==> src/rtl/press_classifier.sv <==
// Button press classifier: turns debounced rise/fall pulses into short, long and double press events.
// Define PRESS_CLASSIFIER_DOUBLE_PRESS_EN to build the double-press path (WAIT_GAP and SECOND states).
module press_classifier #(
    parameter int LONG_COUNT = 50_000_000,
    parameter int GAP_COUNT  = 12_500_000
) (
    input  logic       clock,
    input  logic       reset,
    input  logic       level,
    input  logic       rise,
    input  logic       fall,
    output logic       short_press,
    output logic       long_press,
    output logic       double_press,
    output logic       held,
    output logic [7:0] event_count
);

    localparam int MAX_COUNT = (LONG_COUNT > GAP_COUNT) ? LONG_COUNT : GAP_COUNT;
    localparam int CW        = $clog2(MAX_COUNT + 1);

    localparam logic [CW-1:0] LONG_LAST = CW'(LONG_COUNT - 1);
    localparam logic [CW-1:0] CNT_SAT   = {CW{1'b1}};

    localparam logic [2:0] ST_IDLE      = 3'd0;
    localparam logic [2:0] ST_PRESSED   = 3'd1;
    localparam logic [2:0] ST_LONG_HELD = 3'd2;
`ifdef PRESS_CLASSIFIER_DOUBLE_PRESS_EN
    localparam logic [2:0] ST_WAIT_GAP  = 3'd3;
    localparam logic [2:0] ST_SECOND    = 3'd4;
    localparam logic [CW-1:0] GAP_LAST  = CW'(GAP_COUNT - 1);
`endif

    logic [2:0]    state_reg, state_next;
    logic [CW-1:0] count_reg, count_next;
    logic          short_reg, short_next;
    logic          long_reg, long_next;
    logic          held_reg;
    logic [7:0]    event_count_reg, event_count_next;
    logic          rise_ok, fall_ok;
    logic          counting;
    logic          pulse_any;
`ifdef PRESS_CLASSIFIER_DOUBLE_PRESS_EN
    logic          double_reg, double_next;
`endif

    // A coincident rise and fall is contradictory, so both are dropped.
    assign rise_ok = rise & ~fall;
    assign fall_ok = fall & ~rise;

    always_comb begin
        state_next = state_reg;
        short_next = 1'b0;
        long_next  = 1'b0;
`ifdef PRESS_CLASSIFIER_DOUBLE_PRESS_EN
        double_next = 1'b0;
`endif
        case (state_reg)
            ST_IDLE: begin
                if (rise_ok) state_next = ST_PRESSED;
            end
            ST_PRESSED: begin
                if (fall_ok) begin
`ifdef PRESS_CLASSIFIER_DOUBLE_PRESS_EN
                    state_next = ST_WAIT_GAP;
`else
                    state_next = ST_IDLE;
                    short_next = 1'b1;
`endif
                end else if (level && count_reg == LONG_LAST) begin
                    state_next = ST_LONG_HELD;
                    long_next  = 1'b1;
                end
            end
            ST_LONG_HELD: begin
                if (fall_ok) state_next = ST_IDLE;
            end
`ifdef PRESS_CLASSIFIER_DOUBLE_PRESS_EN
            ST_WAIT_GAP: begin
                if (rise_ok) begin
                    state_next = ST_SECOND;
                end else if (count_reg == GAP_LAST) begin
                    state_next = ST_IDLE;
                    short_next = 1'b1;
                end
            end
            ST_SECOND: begin
                // A second press held long replaces the pending double with a long press.
                if (fall_ok) begin
                    state_next  = ST_IDLE;
                    double_next = 1'b1;
                end else if (level && count_reg == LONG_LAST) begin
                    state_next = ST_LONG_HELD;
                    long_next  = 1'b1;
                end
            end
`endif
            default: state_next = ST_IDLE;
        endcase
    end

    always_comb begin
`ifdef PRESS_CLASSIFIER_DOUBLE_PRESS_EN
        counting  = (state_reg == ST_PRESSED) || (state_reg == ST_WAIT_GAP) || (state_reg == ST_SECOND);
        pulse_any = short_next | long_next | double_next;
`else
        counting  = (state_reg == ST_PRESSED);
        pulse_any = short_next | long_next;
`endif
        // Saturate rather than wrap when a press lingers without a decision (level low).
        if (state_next != state_reg) begin
            count_next = '0;
        end else if (counting && count_reg != CNT_SAT) begin
            count_next = count_reg + CW'(1);
        end else begin
            count_next = count_reg;
        end
        event_count_next = pulse_any ? event_count_reg + 8'd1 : event_count_reg;
    end

    always_ff @(posedge clock or posedge reset) begin
        if (reset) begin
            state_reg       <= ST_IDLE;
            count_reg       <= '0;
            short_reg       <= 1'b0;
            long_reg        <= 1'b0;
            held_reg        <= 1'b0;
            event_count_reg <= 8'd0;
        end else begin
            state_reg       <= state_next;
            count_reg       <= count_next;
            short_reg       <= short_next;
            long_reg        <= long_next;
            held_reg        <= (state_next == ST_LONG_HELD);
            event_count_reg <= event_count_next;
        end
    end

`ifdef PRESS_CLASSIFIER_DOUBLE_PRESS_EN
    always_ff @(posedge clock or posedge reset) begin
        if (reset) begin
            double_reg <= 1'b0;
        end else begin
            double_reg <= double_next;
        end
    end
    assign double_press = double_reg;
`else
    assign double_press = 1'b0;
`endif

    assign short_press = short_reg;
    assign long_press  = long_reg;
    assign held        = held_reg;
    assign event_count = event_count_reg;

endmodule

==> config.mk <==
export PLATFORM = sky130hd
export DESIGN_NAME = press_classifier
export DESIGN_NICKNAME = d
export VERILOG_FILES = /design/src/rtl/press_classifier.sv
export SDC_FILE = /design/constraint.sdc
export NUM_CORES = 1
export LEC_CHECK = 0
export BUFFER_PORTS_ARGS = -buffer_cell sky130_fd_sc_hd__buf_2
export CORE_MARGIN = 2
export CORE_UTILIZATION = 50
export CTS_BUF_LIST = sky130_fd_sc_hd__clkbuf_16
export DETAILED_ROUTE_END_ITERATION = 7
export HOLD_SLACK_MARGIN = 0.1
export PLACE_DENSITY = 0.68
export SYNTH_ARGS = -nofsm -noshare
export SYNTH_HDL_FRONTEND = slang
export SYNTH_SLANG_ARGS = --single-unit
==> constraint.sdc <==
create_clock -name clock -period 6 [get_ports clock]
set_input_delay 1.2 -clock clock [delete_from_list [all_inputs] [get_ports clock]]
set_output_delay 1.2 -clock clock [all_outputs]
set_load 0.1 [all_outputs]
==> metrics.md <==
| Metric | Value |
|---|---|
| Status | `finished clean` |
| Most frequent cells after synthesis | `sky130_fd_sc_hd__dfrtp_1, sky130_fd_sc_hd__nor2_1, sky130_fd_sc_hd__a21oi_1, sky130_fd_sc_hd__nand3_1` |
| Post-route DRC | `0` |
| Global-route wire length before repair | `7910 um` |
| Req. time, crit path | `6.12 ns` |
| Hold EP | `event_count[7]` |
| Wirelength, routed | `~4600 um` |
| Number of resized instances in the post-cts repair step | `0` |
| Antenna cells | `0` |
| Share of synthesized cell area in and, or, nand and nor gates | `0.306` |
| Worst setup startpoint | `level` |
| FMAX | `between 300 and 400 MHz` |
| Register-to-Register Path Depth | `6` |
| Critical path capture point type | `register` |
| Number of setup buffers added after CTS | `0` |
| Switching share of total power | `0.288` |
| Share of synthesized flip-flops with an asynchronous set or reset | `1.00` |
| Mux share of post-synthesis cell area | `0.00932` |
| Synthesized instance count | `between 200 and 250` |
| Sum of net half-perimeters after detailed placement | `3210 um` |
| # hold bufs at CTS | `0` |
| Detailed-route wire length per cell | `between 15 and 20 um` |
| Worst vdd ir | `between 0.1 and 0.15 mV` |
| Final hold violation count | `0` |
| Most frequently used flop master after synthesis | `sky130_fd_sc_hd__dfrtp_1` |
| Part of the total power dissipated in combinational logic | `0.165` |
| Weighted congestion reported at the end of routability-driven placement | `0.841` |
| Die extent in y | `71.6 um` |
| Worst hold start | `event_count[7]` |
| Count of pins on the block boundary | `17` |
| Reg2reg setup slack | `3.46 ns` |
| Post-synth EDFFs | `0` |
| Vias per std cell | `roughly 6.0` |
| Netlist cell types | `51` |
| Clock root buffer | `sky130_fd_sc_hd__clkbuf_16` |
| H-tree lvl count | `2` |
| Hold/Removal Path Class | `reg2reg` |
| Vias in the first global route | `between 1500 and 2000` |
| Least-Margin Pin Slew | `approximately 1.1 ns` |
| Initial drt markers | `about 140` |
| Synthesized area per cell | `around 9.8 um^2` |
| Number of instances in the placed design | `294` |
| Overall via count from detail_route | `between 1500 and 2000` |
| Core ar. | `about 4400 um^2` |
| TritonCTS clock tree | `done` |
| Total gr overflow | `0` |
| Post-Syn Area | `2280 um^2` |
| Worst Path Max Fanout | `26` |
| Top-area cell type share of the netlist area | `0.438` |
| Total CTS buffers | `5` |
| Post-route fraction of the period consumed by the critical path | `0.475` |
| Source-to-sink clock delay at the later pin of the worst-skew pair | `around 0.28 ns` |
| Combinational family with the most area after synthesis | `simple AND/OR/NAND/NOR gates` |
| Area taken by flip-flops and latches | `between 1000 and 1500 um^2` |
| Setup repair after global routing missed its margin | `no` |
| Cell Area, Placed | `around 2400 um^2` |
| Sequential share of power | `0.388` |
| Cell Int Power | `roughly 0.00054 W` |
| Setup skew after layout | `approximately 0.0035 ns` |
| Top Family by Delay on Critical Path | `compound AO/OA/AOI/OAI gates` |
| Largest area contributor in the netlist | `sky130_fd_sc_hd__dfrtp_1` |
| Cell with the largest stage delay on the worst path | `sky130_fd_sc_hd__o21ai_2` |
| Layout Cells excl Fill | `~300` |
| Origin of the critical flop-to-flop path | `count_reg[0]` |
| Floorplan die area | `5120 um^2` |
| Smallest setup slack after layout | `around 3.2 ns` |
| Layout cell share with drive strength beyond 1 | `0.153` |
| Maximum number of pins on one net before global-route repair | `a little over 40` |
| Dominant cell by count in the synthesized netlist | `sky130_fd_sc_hd__dfrtp_1` |
| Length of the first detailed-routing pass in iterations | `4` |
| Critical path cell sequence | `buf_2 -> or4b_4 -> nor3_4 -> a21oi_1 -> o21ai_2 -> nor2_1` |
| Antenna violation net count after detailed routing | `0` |
| Number of core rows | `24` |
| Final number of setup-violating endpoints | `0` |
| Static leakage | `~1.0 nW` |
| Synth Warn # | `0` |
| Worst-case setup slack after placement | `around 2.8 ns` |
| Count of input and output buffers | `15` |
| Headroom to the max-slew limit | `0.300` |
| Filler instances | `377` |
| CP startpoint kind | `primary input` |
| Psw | `about 0.00022 W` |
| Max-slew violation total from the final report | `0` |
| Post-synthesis sequential area ratio | `0.438` |
| Number of antenna violations at the first check in global routing | `0` |
| Share of power burned in the clock network | `0.446` |
| DIE WIDTH | `between 70 and 80 um` |
| Finished layout cell area | `2550 um^2` |
| Post-Synth XOR/XNOR Area | `0.0652` |
| Total of flip-flops plus latches after synthesis | `40` |
| Area fraction in compound gates after synthesis | `0.131` |
| Sum Neg Setup Slack | `0 ns` |
| Post-Synth Adder-Cell Area | `0.0110` |
| Max reg flops | `26` |
| Number of clock sinks | `40` |
| Crit path largest cell delay | `about 0.81 ns` |
| Starting density of the core | `0.521` |
| Crit Path Category | `in2reg` |
| Net count reported at finish | `between 200 and 300` |
| Reg-to-Reg End | `count_reg[13]` |
| Area of the multi-input gates | `between 1000 and 1500 um^2` |
| Crit path DAT | `between 2 and 3 ns` |
| Power density cells | `~300 nW/um^2` |
| Clock buffer depth | `2` |
| GRT Util Overall | `0.197` |
| Depth of the worst hold-timing path | `1` |
| Fin crit period | `between 2 and 3 ns` |
| Clock transition at path regs | `around 0.06 ns` |
| Main area contributors after synthesis | `sky130_fd_sc_hd__dfrtp_1, sky130_fd_sc_hd__a21oi_1, sky130_fd_sc_hd__xor2_1` |
| Synthesis-to-finish area growth | `11.8%` |
| CP bufs+invs | `1` |
| Number of max-cap violations | `0` |
==> metal layers <==
| layer | share of wire | vias to the layer above | GRT usage |
|---|---|---|---|
| met3 | 0.039 | 7 | 0.0295 |
| li1 | - | 907 | - |
| met5 | 0 | - | 0 |
| met4 | 0.012 | 0 | 0.0776 |
| met2 | 0.49 | 34 | 0.326 |
| met1 | 0.46 | 870 | 0.261 |
==> how the worst max path moves through the flow <==
| stage | endpoint | depth (start not counted) |
|---|---|---|
| 6_report | count_reg[13] | 6 |
| 5_1_grt | count_reg[2] | 6 |
| 4_1_cts | count_reg[2] | 6 |
| 3_5_place_dp | count_reg[2] | 6 |
| 3_3_place_gp | count_reg[14] | 6 |
| 2_1_floorplan | event_count[1] | 5 |
==> logic make-up (layout without fill, tap and decap cells) <==
group                    after synthesis  count (layout)
AO/OA/AOI/OAI                         46              46
XOR/XNOR                              17              17
adder cells (fa/ha/maj)                2               2
buffers and inverters                 14              28
flip-flops                            40              40
multiplexers                           2               2
other                                  1               2
AND/OR/NAND/NOR                      112             112
==> layout by cell type, fill, tap and decap left out, types with 9 or more instances in the layout <==
master and n:
sky130_fd_sc_hd__nor2_1 19, sky130_fd_sc_hd__nor3_1 10, sky130_fd_sc_hd__nand4_1 12, sky130_fd_sc_hd__a21oi_1 17, sky130_fd_sc_hd__nand3_1 14, sky130_fd_sc_hd__xor2_1 9
sky130_fd_sc_hd__nand2_1 12, sky130_fd_sc_hd__dfrtp_1 40, sky130_fd_sc_hd__buf_2 15
==> worst reg2reg max path, stage by stage, from the launching register on <==
cell and delay (ns):
sky130_fd_sc_hd__dfrtp_1 0.45, sky130_fd_sc_hd__ha_1 0.26, sky130_fd_sc_hd__and4_1 0.33, sky130_fd_sc_hd__and4b_1 0.30, sky130_fd_sc_hd__a21oi_1 0.10, sky130_fd_sc_hd__o21ai_2 0.81, sky130_fd_sc_hd__nor2_1 0.14
==> per-stage QoR <==
step	hold WS, ns	util	total power [W]
finish	0.463	0.582	0.000756
global route	0.493	0.582	0.000782
CTS	0.469	0.582	0.000763
detailed placement	0.461	0.540	0.000425
global placement	0.452	0.540	0.000423
floorplan	0.516	-	0.000404
==> power by group through the flow <==
| stage | clock [W] | sequential (W) | combinational (W) |
|---|---|---|---|
| 2_1_floorplan | 0 | 0.000370 | 0.0000339 |
| 3_3_place_gp | 0 | 0.000298 | 0.000125 |
| 3_5_place_dp | 0 | 0.000298 | 0.000127 |
| 4_1_cts | 0.000343 | 0.000293 | 0.000127 |
| 5_1_grt | 0.000354 | 0.000296 | 0.000132 |
| 6_report | 0.000337 | 0.000293 | 0.000125 |
==> cell type report <==
cell class | instances | area share
Clock buffer | 5 | 0.0490
Clock inverter | 2 | 0.0235
Inverter | 5 | 0.00735
Multi-Input combinational cell | 181 | 0.470
Sequential cell | 40 | 0.392
Tap cell | 52 | 0.0255
Timing Repair Buffer | 16 | 0.0323
No activity file was read; power rests on OpenSTA's default activity.
